<file path="config.mk">
export PLATFORM = sky130hd
export DESIGN_NAME = calc_seq_ctrl_flat
export DESIGN_NICKNAME = d
export VERILOG_FILES = /design/src/rtl/calc_pkg.sv /design/src/rtl/calc_seq_ctrl_if.sv /design/src/rtl/calc_op_decode.sv /design/src/rtl/calc_seq_ctrl.sv /design/src/flat_wrapper.sv
export SDC_FILE = /design/constraint.sdc
export NUM_CORES = 1
export LEC_CHECK = 0
export BUFFER_PORTS_ARGS = -buffer_cell sky130_fd_sc_hd__buf_2
export CAP_MARGIN = 30
export CORE_AREA = 3 3 57 59
export DETAILED_ROUTE_END_ITERATION = 7
export DIE_AREA = 0 0 60 62
export PLACE_DENSITY_LB_ADDON = 0.2
export RECOVER_POWER = 100
export SLEW_MARGIN = 25
export SYNTH_ARGS = -nofsm -noshare
export SYNTH_HDL_FRONTEND = slang
export SYNTH_SLANG_ARGS = --single-unit
</file>
<file path="constraint.sdc">
create_clock -name clk -period 3.22 [get_ports clk]
set_clock_uncertainty 0.15 [all_clocks]
set_input_delay 0.161 -clock clk [delete_from_list [all_inputs] [get_ports clk]]
set_output_delay 0.161 -clock clk [all_outputs]
set_load 0.02 [all_outputs]
</file>
<file path="src/rtl/calc_pkg.sv">
// Shared definitions for the small-calculator instruction sequencer:
// datapath sizes, opcode values, FSM state encoding and the decode record.
package calc_pkg;

    localparam int CALC_DW    = 3;
    localparam int CALC_AW    = 2;
    localparam int CALC_CNT_W = 8;
    localparam int OP_W       = 3;

    localparam logic [OP_W-1:0] OP_NOP  = 3'b000;
    localparam logic [OP_W-1:0] OP_LOAD = 3'b001;
    localparam logic [OP_W-1:0] OP_MOV  = 3'b010;
    localparam logic [OP_W-1:0] OP_ADD  = 3'b011;
    localparam logic [OP_W-1:0] OP_SUB  = 3'b100;
    localparam logic [OP_W-1:0] OP_AND  = 3'b101;
    localparam logic [OP_W-1:0] OP_OR   = 3'b110;
    localparam logic [OP_W-1:0] OP_RSVD = 3'b111;

    localparam logic [2:0] S_IDLE  = 3'd0;
    localparam logic [2:0] S_READ  = 3'd1;
    localparam logic [2:0] S_EXEC  = 3'd2;
    localparam logic [2:0] S_WRITE = 3'd3;
    localparam logic [2:0] S_DONE  = 3'd4;

    // What an opcode needs from the register file and which path it takes.
    typedef struct packed {
        logic uses_a;
        logic uses_b;
        logic is_load;
        logic is_nop;
        logic is_illegal;
    } op_dec_t;

endpackage

</file>
<file path="src/rtl/calc_seq_ctrl_if.sv">
// Bundle between the instruction front end and the sequencer. The front
// end (master) issues instructions; the sequencer (slave) drives the
// RF/ALU control signals and status back out.
interface calc_seq_ctrl_if
    import calc_pkg::*;
#(
    parameter int DW    = CALC_DW,
    parameter int AW    = CALC_AW,
    parameter int CNT_W = CALC_CNT_W
);
    logic             go;
    logic [OP_W-1:0]  op;
    logic [AW-1:0]    ra;
    logic [AW-1:0]    rb;
    logic [AW-1:0]    rd;
    logic [DW-1:0]    imm;

    logic             busy;
    logic             done;
    logic             err;
    logic             rea;
    logic             reb;
    logic [AW-1:0]    raa;
    logic [AW-1:0]    rab;
    logic             we;
    logic [AW-1:0]    wa;
    logic             din_sel;
    logic [DW-1:0]    imm_q;
    logic [OP_W-1:0]  alu_op;
    logic [CNT_W-1:0] instr_cnt;

    modport master (
        output go, op, ra, rb, rd, imm,
        input  busy, done, err, rea, reb, raa, rab, we, wa,
               din_sel, imm_q, alu_op, instr_cnt
    );

    modport slave (
        input  go, op, ra, rb, rd, imm,
        output busy, done, err, rea, reb, raa, rab, we, wa,
               din_sel, imm_q, alu_op, instr_cnt
    );

endinterface

</file>
<file path="src/rtl/calc_op_decode.sv">
// Purely combinational opcode classifier used by the sequencer FSM.
module calc_op_decode
    import calc_pkg::*;
(
    input  logic [OP_W-1:0] op,
    output op_dec_t         dec
);

    // Map each opcode to its operand needs and control path.
    always_comb begin
        dec = '0;
        case (op)
            OP_NOP:  dec.is_nop = 1'b1;
            OP_LOAD: dec.is_load = 1'b1;
            OP_MOV:  dec.uses_a = 1'b1;
            OP_ADD, OP_SUB, OP_AND, OP_OR: begin
                dec.uses_a = 1'b1;
                dec.uses_b = 1'b1;
            end
            OP_RSVD: dec.is_illegal = 1'b1;
            default: dec = '0;
        endcase
    end

endmodule

</file>
<file path="src/rtl/calc_seq_ctrl.sv">
// Instruction sequencer for the small-calculator datapath. Latches one
// instruction at a time and walks it through READ/EXEC/WRITE/DONE,
// driving registered (Moore) RF and ALU controls. Holds no datapath data.
module calc_seq_ctrl
    import calc_pkg::*;
#(
    parameter int DW    = CALC_DW,
    parameter int AW    = CALC_AW,
    parameter int CNT_W = CALC_CNT_W
)(
    input  logic           clk,
    input  logic           rst,
    calc_seq_ctrl_if.slave bus
);

    localparam logic [CNT_W-1:0] CNT_ONE = 1;

    logic [2:0]       state_q, state_d;
    logic [OP_W-1:0]  op_q, op_d;
    logic [AW-1:0]    ra_q, ra_d;
    logic [AW-1:0]    rb_q, rb_d;
    logic [AW-1:0]    rd_q, rd_d;
    logic [DW-1:0]    imm_q, imm_d;

    logic             busy_q, busy_d;
    logic             done_q, done_d;
    logic             err_q, err_d;
    logic             rea_q, rea_d;
    logic             reb_q, reb_d;
    logic [AW-1:0]    raa_q, raa_d;
    logic [AW-1:0]    rab_q, rab_d;
    logic             we_q, we_d;
    logic [AW-1:0]    wa_q, wa_d;
    logic             din_sel_q, din_sel_d;
    logic [CNT_W-1:0] cnt_q, cnt_d;

    logic             accept;
    logic             in_rf_phase;
    op_dec_t          dec;

    // Decoding the next latched opcode lets the FSM branch on the incoming
    // instruction in IDLE and on the held one everywhere else.
    calc_op_decode u_decode (
        .op  (op_d),
        .dec (dec)
    );

    // Capture a new instruction only from IDLE; otherwise hold the fields.
    always_comb begin
        accept = (state_q == S_IDLE) && bus.go;
        op_d   = op_q;
        ra_d   = ra_q;
        rb_d   = rb_q;
        rd_d   = rd_q;
        imm_d  = imm_q;
        if (accept) begin
            op_d  = bus.op;
            ra_d  = bus.ra;
            rb_d  = bus.rb;
            rd_d  = bus.rd;
            imm_d = bus.imm;
        end
    end

    // Fixed instruction walk; NOP and reserved opcodes skip straight to DONE.
    always_comb begin
        state_d = state_q;
        case (state_q)
            S_IDLE: begin
                if (bus.go) begin
                    if (dec.is_nop || dec.is_illegal) begin
                        state_d = S_DONE;
                    end else if (dec.is_load) begin
                        state_d = S_WRITE;
                    end else begin
                        state_d = S_READ;
                    end
                end
            end
            S_READ:  state_d = S_EXEC;
            S_EXEC:  state_d = S_WRITE;
            S_WRITE: state_d = S_DONE;
            S_DONE:  state_d = S_IDLE;
            default: state_d = S_IDLE;
        endcase
    end

    // Outputs are derived from the next state so they appear registered in
    // the same cycle the FSM enters that state.
    always_comb begin
        in_rf_phase = (state_d == S_READ) || (state_d == S_EXEC) || (state_d == S_WRITE);
        rea_d       = in_rf_phase && dec.uses_a;
        reb_d       = in_rf_phase && dec.uses_b;
        raa_d       = rea_d ? ra_d : '0;
        rab_d       = reb_d ? rb_d : '0;
        we_d        = (state_d == S_WRITE);
        wa_d        = we_d ? rd_d : '0;
        din_sel_d   = we_d && dec.is_load;
        busy_d      = (state_d != S_IDLE);
        done_d      = (state_d == S_DONE);
        err_d       = done_d && dec.is_illegal;
        cnt_d       = done_d ? (cnt_q + CNT_ONE) : cnt_q;
    end

    // State, latched instruction, registered controls and the counter;
    // reset aborts any instruction in flight and clears everything.
    always_ff @(posedge clk or posedge rst) begin
        if (rst) begin
            state_q   <= S_IDLE;
            op_q      <= '0;
            ra_q      <= '0;
            rb_q      <= '0;
            rd_q      <= '0;
            imm_q     <= '0;
            busy_q    <= 1'b0;
            done_q    <= 1'b0;
            err_q     <= 1'b0;
            rea_q     <= 1'b0;
            reb_q     <= 1'b0;
            raa_q     <= '0;
            rab_q     <= '0;
            we_q      <= 1'b0;
            wa_q      <= '0;
            din_sel_q <= 1'b0;
            cnt_q     <= '0;
        end else begin
            state_q   <= state_d;
            op_q      <= op_d;
            ra_q      <= ra_d;
            rb_q      <= rb_d;
            rd_q      <= rd_d;
            imm_q     <= imm_d;
            busy_q    <= busy_d;
            done_q    <= done_d;
            err_q     <= err_d;
            rea_q     <= rea_d;
            reb_q     <= reb_d;
            raa_q     <= raa_d;
            rab_q     <= rab_d;
            we_q      <= we_d;
            wa_q      <= wa_d;
            din_sel_q <= din_sel_d;
            cnt_q     <= cnt_d;
        end
    end

    assign bus.busy      = busy_q;
    assign bus.done      = done_q;
    assign bus.err       = err_q;
    assign bus.rea       = rea_q;
    assign bus.reb       = reb_q;
    assign bus.raa       = raa_q;
    assign bus.rab       = rab_q;
    assign bus.we        = we_q;
    assign bus.wa        = wa_q;
    assign bus.din_sel   = din_sel_q;
    assign bus.imm_q     = imm_q;
    assign bus.alu_op    = op_q;
    assign bus.instr_cnt = cnt_q;

endmodule

</file>
<file path="src/flat_wrapper.sv">
// flat-port wrapper written by rule: the top's interface ports become plain ports
module calc_seq_ctrl_flat import calc_pkg::*;
#(
    parameter int DW    = CALC_DW,
    parameter int AW    = CALC_AW,
    parameter int CNT_W = CALC_CNT_W
)
  (clk, rst, bus_go, bus_op, bus_ra, bus_rb, bus_rd, bus_imm, bus_busy, bus_done, bus_err, bus_rea, bus_reb, bus_raa, bus_rab, bus_we, bus_wa, bus_din_sel, bus_imm_q, bus_alu_op, bus_instr_cnt);
  calc_seq_ctrl_if #(.DW(DW), .AW(AW), .CNT_W(CNT_W)) bus_i ();
  input  logic clk;
  input  logic rst;
  input wire logic [$bits(bus_i.go)-1:0] bus_go;
  input wire logic [$bits(bus_i.op)-1:0] bus_op;
  input wire logic [$bits(bus_i.ra)-1:0] bus_ra;
  input wire logic [$bits(bus_i.rb)-1:0] bus_rb;
  input wire logic [$bits(bus_i.rd)-1:0] bus_rd;
  input wire logic [$bits(bus_i.imm)-1:0] bus_imm;
  output wire logic [$bits(bus_i.busy)-1:0] bus_busy;
  output wire logic [$bits(bus_i.done)-1:0] bus_done;
  output wire logic [$bits(bus_i.err)-1:0] bus_err;
  output wire logic [$bits(bus_i.rea)-1:0] bus_rea;
  output wire logic [$bits(bus_i.reb)-1:0] bus_reb;
  output wire logic [$bits(bus_i.raa)-1:0] bus_raa;
  output wire logic [$bits(bus_i.rab)-1:0] bus_rab;
  output wire logic [$bits(bus_i.we)-1:0] bus_we;
  output wire logic [$bits(bus_i.wa)-1:0] bus_wa;
  output wire logic [$bits(bus_i.din_sel)-1:0] bus_din_sel;
  output wire logic [$bits(bus_i.imm_q)-1:0] bus_imm_q;
  output wire logic [$bits(bus_i.alu_op)-1:0] bus_alu_op;
  output wire logic [$bits(bus_i.instr_cnt)-1:0] bus_instr_cnt;
  assign bus_i.go = bus_go;
  assign bus_i.op = bus_op;
  assign bus_i.ra = bus_ra;
  assign bus_i.rb = bus_rb;
  assign bus_i.rd = bus_rd;
  assign bus_i.imm = bus_imm;
  assign bus_busy = bus_i.busy;
  assign bus_done = bus_i.done;
  assign bus_err = bus_i.err;
  assign bus_rea = bus_i.rea;
  assign bus_reb = bus_i.reb;
  assign bus_raa = bus_i.raa;
  assign bus_rab = bus_i.rab;
  assign bus_we = bus_i.we;
  assign bus_wa = bus_i.wa;
  assign bus_din_sel = bus_i.din_sel;
  assign bus_imm_q = bus_i.imm_q;
  assign bus_alu_op = bus_i.alu_op;
  assign bus_instr_cnt = bus_i.instr_cnt;
  calc_seq_ctrl #(.DW(DW), .AW(AW), .CNT_W(CNT_W)) u_core (.clk(clk), .rst(rst), .bus(bus_i));
endmodule
</file>
==> results of run 1 <==
## final cells by class
cell class                      instances  area [um2]
Multi-Input combinational cell        102         563
Inverter                                2        7.51
Clock buffer                            6        41.3
Sequential cell                        36         901
Fill cell                             225         853
Tap cell                               31        38.8
Timing Repair Buffer                   57         318
Clock inverter                          2        35.0
## what timing repair did
action                                  in CTS  in global routing
endpoints found under the hold margin       55                  0
hold buffers                                14                  0
endpoints found under the setup margin       0                  0
## state kept, by name (all words and copies together), names as in the netlist, 2 cells and up
signal                count
u_core.bus.alu_op         3
u_core.bus.imm_q          3
u_core.bus.instr_cnt      8
u_core.bus.raa            2
u_core.bus.rab            2
u_core.bus.wa             2
u_core.ra_q               2
u_core.rb_q               2
u_core.rd_q               2
u_core.state_q            3
## worst reg2reg max path, delay by kind of cell (launching register included)
family / cells / cell delay (ps)
AO/OA/AOI/OAI: 1 / 390
flip-flops: 1 / 490
multiplexers: 1 / 350
AND/OR/NAND/NOR: 2 / 680
## worst min-delay path by stage
| stage | start | to |
|---|---|---|
| final | u_core.bus.instr_cnt[7] | u_core.bus.instr_cnt[7] |
| after global placement | rst | u_core.bus.rab[0] |
| after global routing | u_core.bus.instr_cnt[7] | u_core.bus.instr_cnt[7] |
| after detailed placement | rst | u_core.bus.reb |
| after floorplan | bus_op[0] | u_core.bus.alu_op[0] |
| after CTS | rst | u_core.bus.reb |
## logic make-up after synthesis
family | Yosys count | synth area share (%)
AOI/OAI and AO/OA | 19 | 8.57
xor gates and xnor gates | 10 | 5.71
adders and majority gates | 1 | 0.816
buffers and inverters | 8 | 2.94
DFF | 36 | 58.8
muxes | 1 | 0.735
and+or+nand+nor | 71 | 22.4
## power by group
group	total, mW	switching (mW)	internal [mW]
sequential	0.827	0.179	0.648
combinational	0.733	0.479	0.254
clock	0.310	0.147	0.163
## layer usage
metal  GRT usage (%)  wire length (um)
met5               0                 0
met4            9.49                44
met3            4.34               231
met2            32.4              1640
met1            25.9              1400
## cell usage in the layout, fill, tap and decap left out, drive strengths merged
cell,instances
mux2,1
a21oi,6
a211oi,2
and3,2
nand3,4
dfrtp,36
o32a,1
a22o,2
a21o,1
nor4b,2
inv,2
a21boi,1
nand3b,1
dlygate4sd3,14
o21ai,4
bufinv,1
xor2,9
a31oi,1
nand2,45
nand4,1
or4b,1
nor3,4
nor2,5
a311oi,1
xnor2,1
nor3b,1
and4b,1
and4,2
buf,13
clkinv,1
clkbuf,36
or2,2
ha,1
==> results.toml, run 1 <==
[synth]
syn_nets = 162
yosys-top-cells-count = "nand2_1, dfrtp_1, xor2_1"
ys_seq_area_share_pct = 58.8
synth_flop_cell = "dfrtp_1"
synth.most_common_cell = "nand2_1"
synth_edf_count = 0
synth_area_um2 = 1530
synth.distinct_cells = 34
synth-seq-cells = 36
synth.area.top_cells = "dfrtp_1, nand2_1, xor2_1"
synth_async_sr_flop_share_pct = 100
syn_avg_cell_area_um2 = 10.5
synth_cells = 146
yosysWarnings = 0
synth_top_area_share_pct = 58.8
yosys.area.top_type = "dfrtp_1"

[power_and_ir_drop]
total_power_mw = 1.87
peakVddDrop_v = 0.000770
powerDensity_nw_per_um2 = 982
power_leakage_nw = 0.912

[detailed_routing]
postRouteAntennaNets = 0
drt-total-wl_um = 3310
drt-initial-drc-count = 69
firstDrtPassIters = 4
drc = 0
viasPerCell = 5.40
vias = 1274
post_drt_wl_per_cell_um = 14.0

[sta]
fin_hold_ws_ps = 324
slew_headroom_pct = -23.4
rsz0062_at_grt = "no"
tns_ps = 0
post-route-period-util_pct = 69.3
setup_slack_ps = 988
slew_viol_final = 37
post-route-min-period_ps = 2230
clock.fmax_mhz = 448
finalHoldViolCount = 0
worstMarginPinSlew_ps = 1850
setup_viol = 0

[global_route]
grt_antenna_before_repair = 0
gr-total-overflow = 0
grtUsageTotal_pct = 20.1
grt_max_degree = 37
grt_pass1_wl_um = 5470
first_global_vias = 1198

[flow_run]
cap_viol_max_count = 1

[worst_setup_path]
crit_arrival_ps = 2180
setup.worst_path.start = "rst"
r2r_slack_ps = 1060
cp_max_fo = 36
crit_required_ps = 3180
crit_end = "u_core.bus.alu_op[2]"
rr_worst_depth = 4
r2r_start = "u_core.state_q[2]"
slowest_stage = "clkbuf_1"
crit_cells = 4
end_kind = "async pin"
critical_path_class = "input pin to async pin"
path_cells = "dlygate4sd3_1 -> buf_2 -> inv_1 -> clkbuf_1"
r2r-end = "u_core.bus.instr_cnt[1]"
cp_num_buf_inv = 4
critPathMaxStageDelay_ps = 1330
crit_family = "buffers and inverters"
start_kind = "input pin"

[placed_design]
gp_congestion = 0.797
portBuffers = 41
place_hpwl_um = 2270
post-place-ws_ps = 1260
dp_cells = 214
placed_cell_area_um2 = 1750

[layout]
final_util_pct = 69.1
drive_gt1_share_pct = 11.2
fin_nets = 220
synthToLayoutAreaGrowth_pct = 24.2
design_area_um2 = 1900
final_cells = 236
diodes = 0

[floorplan]
core_area_um2 = 2760
die_h_um = 62
boundaryPins = 42
rows = 19
dieArea_um2 = 3720
die_w_um = 60
start_util_pct = 55.6

[outcome]
violations = "capacitance limit, slew limit"
status = "finished, violations left"

[clock_tree]
cts_resized = 0
clock-sinks = 36
postCtsSetupBuffers = 0
clockRootBuffer = "clkbuf_4"
cts_buffers = 5
cts_tree = "done"
insertion_delay_ps = 340
clkTransAtPathRegs_ps = 110
htree_num_levels = 2
cts_buffer_depth = 2

[worst_hold_path]
min_path_cells = 1
min_path_type = "flop to flop"
No activity file was read; power rests on OpenSTA's default activity.
==> run 2, diff against run 1 <==
- CORE_AREA: 3 3 57 59 -> 3 3 59 61
- DIE_AREA: 0 0 60 62 -> 0 0 62 64
- clock period: 3.22 -> 2.2 ns (I/O delays scaled with it)
==> results.toml, run 2 (same netlist as run 1, synthesis figures left out) <==
[outcome]
status = "complete, no violations"

[clock_tree]
clockRootBuffer = "clkbuf_4"
cts_tree = "done"
insertion_delay_ps = 330
hold_buffers = 14
postCtsSetupBuffers = 0
clkTransAtPathRegs_ps = 100
cts_buffer_depth = 2
clock-sinks = 36
cts_resized = 0
htree_num_levels = 2
cts_buffers = 5

[layout]
design_area_um2 = 1940
final_cell_mix = "nand2_1, dfrtp_1, clkbuf_1"
final.fill_count = 267
largest_reg_flops = 8
final_cells = 252
drive_gt1_share_pct = 13.0
final_util_pct = 64.1
synthToLayoutAreaGrowth_pct = 26.7
mostFrequentLayoutCell = "nand2_1"
fin_nets = 223
diodes = 0

[worst_setup_path]
crit_required_ps = 2320
crit_family = "simple AND/OR/NAND/NOR gates"
path_cells = "or4b_1 -> clkbuf_1 -> nor3_1 -> or2_2"
cp_max_fo = 11
cp_num_buf_inv = 1
critical_path_class = "flop to flop"
start_kind = "flop"
end_kind = "flop"
critPathMaxStageDelay_ps = 630
setup.worst_path.start = "u_core.state_q[2]"
slowest_stage = "or4b_1"
crit_arrival_ps = 2090
r2r_start = "u_core.state_q[2]"

[sta]
clock.fmax_mhz = 509
post-route-min-period_ps = 1960
worstMarginPinSlew_ps = 866
rsz0062_at_grt = "no"
finalHoldViolCount = 0
slew_viol_final = 0
post-route-period-util_pct = 89.3
slew_headroom_pct = 42.3
tns_ps = 0
setup_viol = 0

[detailed_routing]
drt-initial-drc-count = 45
drc = 0
firstDrtPassIters = 5
post_drt_wl_per_cell_um = 12.6
vias = 1224
viasPerCell = 4.86
drt-total-wl_um = 3180
postRouteAntennaNets = 0

[worst_hold_path]
min_from = "u_core.bus.instr_cnt[7]"
min_path_type = "flop to flop"

[global_route]
first_global_vias = 1245
grt_max_degree = 37
grt_pass1_wl_um = 5490
grt_antenna_before_repair = 0
gr-total-overflow = 0
grtUsageTotal_pct = 18.3

[floorplan]
die_h_um = 64
rows = 20
boundaryPins = 42
die_w_um = 62
start_util_pct = 50.6
core_area_um2 = 3030
dieArea_um2 = 3970

[power_and_ir_drop]
power_leakage_nw = 0.923
powerDensity_nw_per_um2 = 1380
peakVddDrop_v = 0.000675

[flow_run]
cap_viol_max_count = 0

[placed_design]
portBuffers = 41
placed_cell_area_um2 = 1790
place_hpwl_um = 2210
gp_congestion = 0.827
dp_cells = 230
==> run 2: path summary, 6_finish.rpt <==
check,endpoint,slack [ps],cells after the start
max,u_core.state_q[0],240,4
min,u_core.bus.instr_cnt[7],320,1
max reg2reg,u_core.state_q[0],240,4
min reg2reg,u_core.bus.instr_cnt[7],320,1
max in group asynchronous,u_core.bus.instr_cnt[1],940,4
min in group asynchronous,u_core.bus.reb,420,4
==> run 2: layout make-up <==
type	count	area (um2)	area share (%)
sequential	36	901	46.4
multi-input combinational	102	582	30.0
timing repair buffer	60	338	17.4
inverter	2	7.51	0.387
tap	44	55.1	2.84
clock buffer	8	58.8	3.03
==> run 2: stage by stage <==
step           setup slack, ps  hold slack (ps)  power, mW
2_1_floorplan              407             65.4       2.01
3_3_place_gp               434             72.3       2.36
3_5_place_dp               380             84.9       2.39
4_1_cts                    351              265       2.78
5_1_grt                    148              365       2.91
6_report                   236              318       2.68
==> run 2: report_power, final <==
| group | total, mW | internal, mW | switching, mW | leakage [nW] |
|---|---|---|---|---|
| registers | 1.22 | 0.948 | 0.274 | 0.445 |
| clock network | 0.361 | 0.158 | 0.203 | 0.0326 |
| logic | 1.10 | 0.406 | 0.692 | 0.446 |
==> run 2: routing by layer <==
| layer | share of wire, % | global-route usage [%] | wire [um] | up-vias |
|---|---|---|---|---|
| li1 | - | - | - | 612 |
| met1 | 45 | 23.7 | 1440 | 566 |
| met2 | 48 | 29.0 | 1520 | 40 |
| met3 | 5.1 | 3.84 | 162 | 6 |
| met4 | 1.6 | 7.16 | 52 | 0 |
| met5 | 0 | 0 | 0 | - |
